`config.mk`:
```
export PLATFORM = sky130hd
export DESIGN_NAME = mem_access_unit
export DESIGN_NICKNAME = d
export VERILOG_FILES = /design/src/rtl/mem_access_unit.sv
export SDC_FILE = /design/constraint.sdc
export NUM_CORES = 1
export LEC_CHECK = 0
export BUFFER_PORTS_ARGS = -buffer_cell sky130_fd_sc_hd__buf_4
export CAP_MARGIN = 40
export CORE_MARGIN = 4
export CORE_UTILIZATION = 45
export CTS_BUF_LIST = sky130_fd_sc_hd__clkbuf_16
export CTS_CLUSTER_SIZE = 16
export DETAILED_ROUTE_END_ITERATION = 10
export MAX_ROUTING_LAYER = met4
export PLACE_DENSITY = 0.75
export SLEW_MARGIN = 5
export SYNTH_ARGS = -nofsm -noshare
export SYNTH_HDL_FRONTEND = slang
export SYNTH_SLANG_ARGS = --single-unit
```
`constraint.sdc`:
```
create_clock -name clk -period 1.8 [get_ports clk]
set_input_delay 0.18 -clock clk [delete_from_list [all_inputs] [get_ports clk]]
set_output_delay 0.18 -clock clk [all_outputs]
set_load 0.03 [all_outputs]
```
`src/rtl/mem_access_unit.sv`:
```
// Memory-stage load/store engine: drives a req/ack data bus, stalls the
// pipeline until the access completes, and formats load results.
module mem_access_unit #(
    parameter int unsigned TIMEOUT_CYC = 255
) (
    input  logic        clk,
    input  logic        rst,
    input  logic        mem_enM,
    input  logic        mem_weM,
    input  logic [1:0]  mem_sizeM,
    input  logic        mem_unsM,
    input  logic [31:0] addrM,
    input  logic [31:0] wdataM,
    output logic [31:0] readdataM,
    output logic        mem_stall,
    output logic        adel,
    output logic        ades,
    output logic        bus_err,
    output logic        bus_req,
    output logic        bus_we,
    output logic [31:0] bus_addr,
    output logic [3:0]  bus_be,
    output logic [31:0] bus_wdata,
    input  logic        bus_ack,
    input  logic [31:0] bus_rdata
);

    localparam int CW = (TIMEOUT_CYC > 2) ? $clog2(TIMEOUT_CYC) : 1;
    localparam logic [CW-1:0] CNT_MAX = CW'(TIMEOUT_CYC - 1);

    typedef enum logic [1:0] {
        S_IDLE,
        S_WAIT,
        S_DONE
    } state_e;

    state_e      state_q, state_d;
    logic [CW-1:0] cnt_q, cnt_d;
    logic [31:0] rd_q, rd_d;
    logic        req_q, req_d;
    logic        we_q, we_d;
    logic [31:0] addr_q, addr_d;
    logic [3:0]  be_q, be_d;
    logic [31:0] wd_q, wd_d;
    logic        err_q, err_d;
    logic [1:0]  off_q, off_d;
    logic [1:0]  size_q, size_d;
    logic        uns_q, uns_d;

    logic        misalign;
    logic        go;
    logic [3:0]  be_new;
    logic [31:0] wd_new;
    logic [7:0]  ld_byte;
    logic [15:0] ld_half;
    logic [31:0] ld_fmt;

    assign misalign = mem_enM &
        (((mem_sizeM == 2'b01) & addrM[0]) |
         (mem_sizeM[1] & (addrM[1:0] != 2'b00)));
    assign go        = mem_enM & ~misalign;
    assign adel      = misalign & ~mem_weM;
    assign ades      = misalign & mem_weM;
    assign mem_stall = go & (state_q != S_DONE);

    always_comb begin
        be_new = 4'b1111;
        wd_new = wdataM;
        unique case (1'b1)
            (mem_sizeM == 2'b00): begin
                be_new = 4'b0001 << addrM[1:0];
                wd_new = {4{wdataM[7:0]}};
            end
            (mem_sizeM == 2'b01): begin
                be_new = addrM[1] ? 4'b1100 : 4'b0011;
                wd_new = {2{wdataM[15:0]}};
            end
            default: ;
        endcase
    end

    // Lane selection uses the offset captured at issue, not the live address.
    always_comb begin
        ld_byte = bus_rdata[7:0];
        unique case (off_q)
            2'd1:    ld_byte = bus_rdata[15:8];
            2'd2:    ld_byte = bus_rdata[23:16];
            2'd3:    ld_byte = bus_rdata[31:24];
            default: ld_byte = bus_rdata[7:0];
        endcase
        ld_half = off_q[1] ? bus_rdata[31:16] : bus_rdata[15:0];
        unique case (1'b1)
            (size_q == 2'b00):
                ld_fmt = {{24{~uns_q & ld_byte[7]}}, ld_byte};
            (size_q == 2'b01):
                ld_fmt = {{16{~uns_q & ld_half[15]}}, ld_half};
            default:
                ld_fmt = bus_rdata;
        endcase
    end

    always_comb begin
        state_d = state_q;
        cnt_d   = cnt_q;
        rd_d    = rd_q;
        req_d   = req_q;
        we_d    = we_q;
        addr_d  = addr_q;
        be_d    = be_q;
        wd_d    = wd_q;
        err_d   = 1'b0;
        off_d   = off_q;
        size_d  = size_q;
        uns_d   = uns_q;
        unique case (state_q)
            S_IDLE: begin
                if (go) begin
                    addr_d  = {addrM[31:2], 2'b00};
                    we_d    = mem_weM;
                    be_d    = be_new;
                    wd_d    = wd_new;
                    off_d   = addrM[1:0];
                    size_d  = mem_sizeM;
                    uns_d   = mem_unsM;
                    req_d   = 1'b1;
                    cnt_d   = '0;
                    state_d = S_WAIT;
                end
            end
            S_WAIT: begin
                if (bus_ack) begin
                    req_d   = 1'b0;
                    if (!we_q) rd_d = ld_fmt;
                    state_d = S_DONE;
                end else if ((TIMEOUT_CYC != 0) && (cnt_q == CNT_MAX)) begin
                    req_d   = 1'b0;
                    err_d   = 1'b1;
                    rd_d    = '0;
                    state_d = S_DONE;
                end else begin
                    cnt_d = cnt_q + 1'b1;
                end
            end
            S_DONE:  state_d = S_IDLE;
            default: state_d = S_IDLE;
        endcase
    end

    always_ff @(posedge clk) begin
        if (rst) begin
            state_q <= S_IDLE;
            cnt_q   <= '0;
            rd_q    <= '0;
            req_q   <= 1'b0;
            we_q    <= 1'b0;
            addr_q  <= '0;
            be_q    <= '0;
            wd_q    <= '0;
            err_q   <= 1'b0;
            off_q   <= '0;
            size_q  <= '0;
            uns_q   <= 1'b0;
        end else begin
            state_q <= state_d;
            cnt_q   <= cnt_d;
            rd_q    <= rd_d;
            req_q   <= req_d;
            we_q    <= we_d;
            addr_q  <= addr_d;
            be_q    <= be_d;
            wd_q    <= wd_d;
            err_q   <= err_d;
            off_q   <= off_d;
            size_q  <= size_d;
            uns_q   <= uns_d;
        end
    end

    assign readdataM = rd_q;
    assign bus_req   = req_q;
    assign bus_we    = we_q;
    assign bus_addr  = addr_q;
    assign bus_be    = be_q;
    assign bus_wdata = wd_q;
    assign bus_err   = err_q;

endmodule

```
==> impl_metrics.py <==
metrics = {
    "placed_design": {
        "dp_hpwl_um": 11900,
        "place_congestion": 0.902,
        "dpl_cell_area_um2": 6850,
        "port_buffers": 207,
        "dpl_worst_slack_ps": 101,
        "dp_cells": 921,
    },
    "detailed_routing": {
        "drt_first_iter_violations": 326,
        "wl_um": 16200,
        "dr.pass1.iters": 4,
        "drt-wirelength-per-cell_um": 16.9,
        "drc": 0,
        "num_vias": 5208,
        "viasPerCell": 5.43,
        "ant_nets": 0,
    },
    "logic_synthesis": {
        "ys_seq_elements": 116,
        "synth.yosys.warnings": 0,
        "yosysTopAreaCellShare_pct": 45.3,
        "ys_top_cells_by_area": "dfxtp_1, nand2_1, a21oi_1, mux2i_1, o2bb2ai_1",
        "yosysMostFrequentCell": "nand2_1",
        "syn_area_um2": 5130,
        "synth_edf_count": 0,
        "ys_seq_area_share_pct": 45.3,
        "ys_types": 53,
        "synthTopCellsByCount": "nand2_1, dfxtp_1, a21oi_1",
        "synth_cells": 599,
        "synth_ff_type": "dfxtp_1",
        "avgSynthCellArea_um2": 8.56,
        "async_flop_share_pct": 0,
        "post-synth-top-area-cell": "dfxtp_1",
    },
    "global_routing": {
        "first_global_vias": 5125,
        "grt_util_met1_pct": 30.5,
        "grt_first_pass_wirelength_um": 25700,
        "grt_util_all_layers_pct": 25.6,
        "grt_start_max_net_pins": 66,
        "globalRouteMet2Util_pct": 39.6,
        "antenna_found_initial": 0,
        "use_met3_pct": 8.00,
        "grt_overflow_total": 0,
        "busiest_layer": "met2",
    },
    "flow_run": {
        "cap_violations": 0,
    },
    "hold_path": {
        "hold_path.class": "in -> reg",
        "whs_path_depth": 3,
        "worstHoldStart": "addrM[24]",
        "worstHoldEndpoint": "bus_addr[24]",
    },
    "cts": {
        "cts_buffers": 17,
        "cts_buffer_depth": 2,
        "cts_sinks": 116,
        "root_buffer": "clkbuf_16",
        "cts_tree": "yes",
        "htree_levels": 4,
        "path_clk_slew_ps": 50,
        "insertion_delay_ps": 420,
    },
    "setup_path": {
        "reg2reg_from": "off_q[1]",
        "max_stage_delay_ps": 430,
        "crit_slowest_cell": "a221oi_4",
        "r2r_setup_slack_ps": 120,
        "r2r_end": "readdataM[12]",
        "worstPathRequired_ps": 2100,
        "cp_cell_sequence": "mux2_4 > a221oi_4 > nand2_1 > a32o_1",
        "cp_data_arrival_time_ps": 1980,
        "rr_worst_depth": 4,
        "critPathMaxFanout": 7,
        "cp-start-kind": "flop",
        "end_kind": "flop",
        "path_class": "reg -> reg",
    },
    "finish": {
        "fin_area_um2": 7470,
        "final_core_util_pct": 68.0,
        "syn_to_final_growth_pct": 45.7,
        "drive_gt1_share_pct": 33.3,
        "n_antenna_cell": 0,
        "final_nets": 915,
        "fin_cells": 959,
    },
    "power_and_ir_drop": {
        "worst_ir_drop_vdd_mv": 1.01,
        "finalPower_mw": 7.15,
        "power_leakage_nw": 3.25,
        "p_per_area_nw_per_um2": 957,
    },
    "floorplanning": {
        "core_region_area_um2": 11000,
        "boundaryPins": 210,
        "rows": 38,
        "die-area_um2": 13200,
        "dieHeight_um": 115,
        "initial_core_util_pct": 46.7,
        "die_w_um": 115,
    },
    "run_status": {
        "status": "finished clean",
    },
    "timing": {
        "maxSlewHeadroom_pct": 61.7,
        "fmaxAchievable_ghz": 0.595,
        "tightest_slew_ps": 573,
        "skew_ps": 11.6,
        "fin_hold_ws_ps": 11.2,
        "drv_slew": 0,
        "layout_setup_ws_ps": 121,
        "fin_crit_sh_pct": 93.3,
        "grt_setup_unrepaired": "false",
        "min_period_ps": 1680,
        "fin_tns_setup_ps": 0,
        "hold_violations": 0,
        "setup_viol": 0,
    },
}
[area by class of cell]
cell class	instances	area, um2
tap	140	175
sequential	116	2320
clock inverter	12	103
clock buffer	17	425
timing repair buffer	238	1850
fill	915	3510
multi-input combinational	427	2560
inverter	9	33.8
[registers in the layout, indices dropped and copies added, names as in the netlist, 2 cells and up]
| register | flops |
|---|---|
| bus_addr | 30 |
| bus_be | 4 |
| bus_wdata | 32 |
| cnt_q | 8 |
| off_q | 2 |
| readdataM | 32 |
| size_q | 2 |
| state_q | 2 |
[worst max path at each step]
stage,to,cells past startpoint,from
2_1_floorplan,readdataM[21],6,off_q[1]
3_5_place_dp,readdataM[20],4,off_q[1]
6_report,readdataM[12],4,off_q[1]
5_1_grt,readdataM[12],4,off_q[1]
3_3_place_gp,cnt_q[2],5,cnt_q[1]
4_1_cts,readdataM[20],4,off_q[1]
[kinds of logic after synthesis]
kind of cell / synth area share (%)
flops: 45.3
compound gates: 22.6
buf+inv: 5.20
fa+ha+maj: 0.488
xor+xnor: 0.854
other cells: 0.0731
mux: 6.64
simple gates: 18.8
[worst max-delay path, delay by kind of cell, from the launching register on]
| family | cells | cell delay, ps |
|---|---|---|
| muxes | 1 | 360 |
| AOI/OAI and AO/OA | 2 | 700 |
| DFF | 1 | 420 |
| and+or+nand+nor | 1 | 90 |
[layer usage]
layer	wire length, um	vias up	share of wire (%)
li1	-	2529	-
met5	0	-	0
met3	1250	37	7.7
met4	473	0	2.9
met2	7770	200	48
met1	6710	2442	41
[power breakdown]
part / internal [mW] / switching, mW / leakage, nW
Combinational: 0.554 / 0.771 / 2.02
Clock: 1.96 / 1.07 / 0.278
Sequential: 2.71 / 0.0859 / 0.946
Total: 5.22 / 1.93 / 3.25
[placed cells by master (no fill, tap or decap), types with 2 or more instances in the layout]
cell           count
xor2_1             5
buf_4            227
conb_1             2
a2111oi_0          2
nor2_1            29
o2bb2ai_1         23
and3_1             2
nand3_1            5
ha_1               2
inv_1             12
a311oi_1          10
nor3b_1            2
clkinv_1           3
o211ai_1          10
nand2_1          129
dfxtp_1          116
nand4_1            2
o2111ai_1          2
bufinv_16          2
a21oi_1           77
nand2b_1          17
clkbuf_16         17
mux2_4             2
nor3_1            10
mux2_2             8
o21ai_0           20
dlygate4sd3_1      7
mux2i_1           22
and2_1             3
a32o_1             8
clkinv_2           4
buf_12             4
nor2b_1            6
a211oi_1          10
[repair_timing]
| action | CTS | global route |
|---|---|---|
| hold buffers | 7 | 0 |
| endpoints found under the setup margin | 0 | 13 |
| gates resized for setup | 0 | 0 |
| endpoints found under the hold margin | 7 | 0 |
| setup buffers | 0 | 2 |
Power figures use the tool's default switching activity.
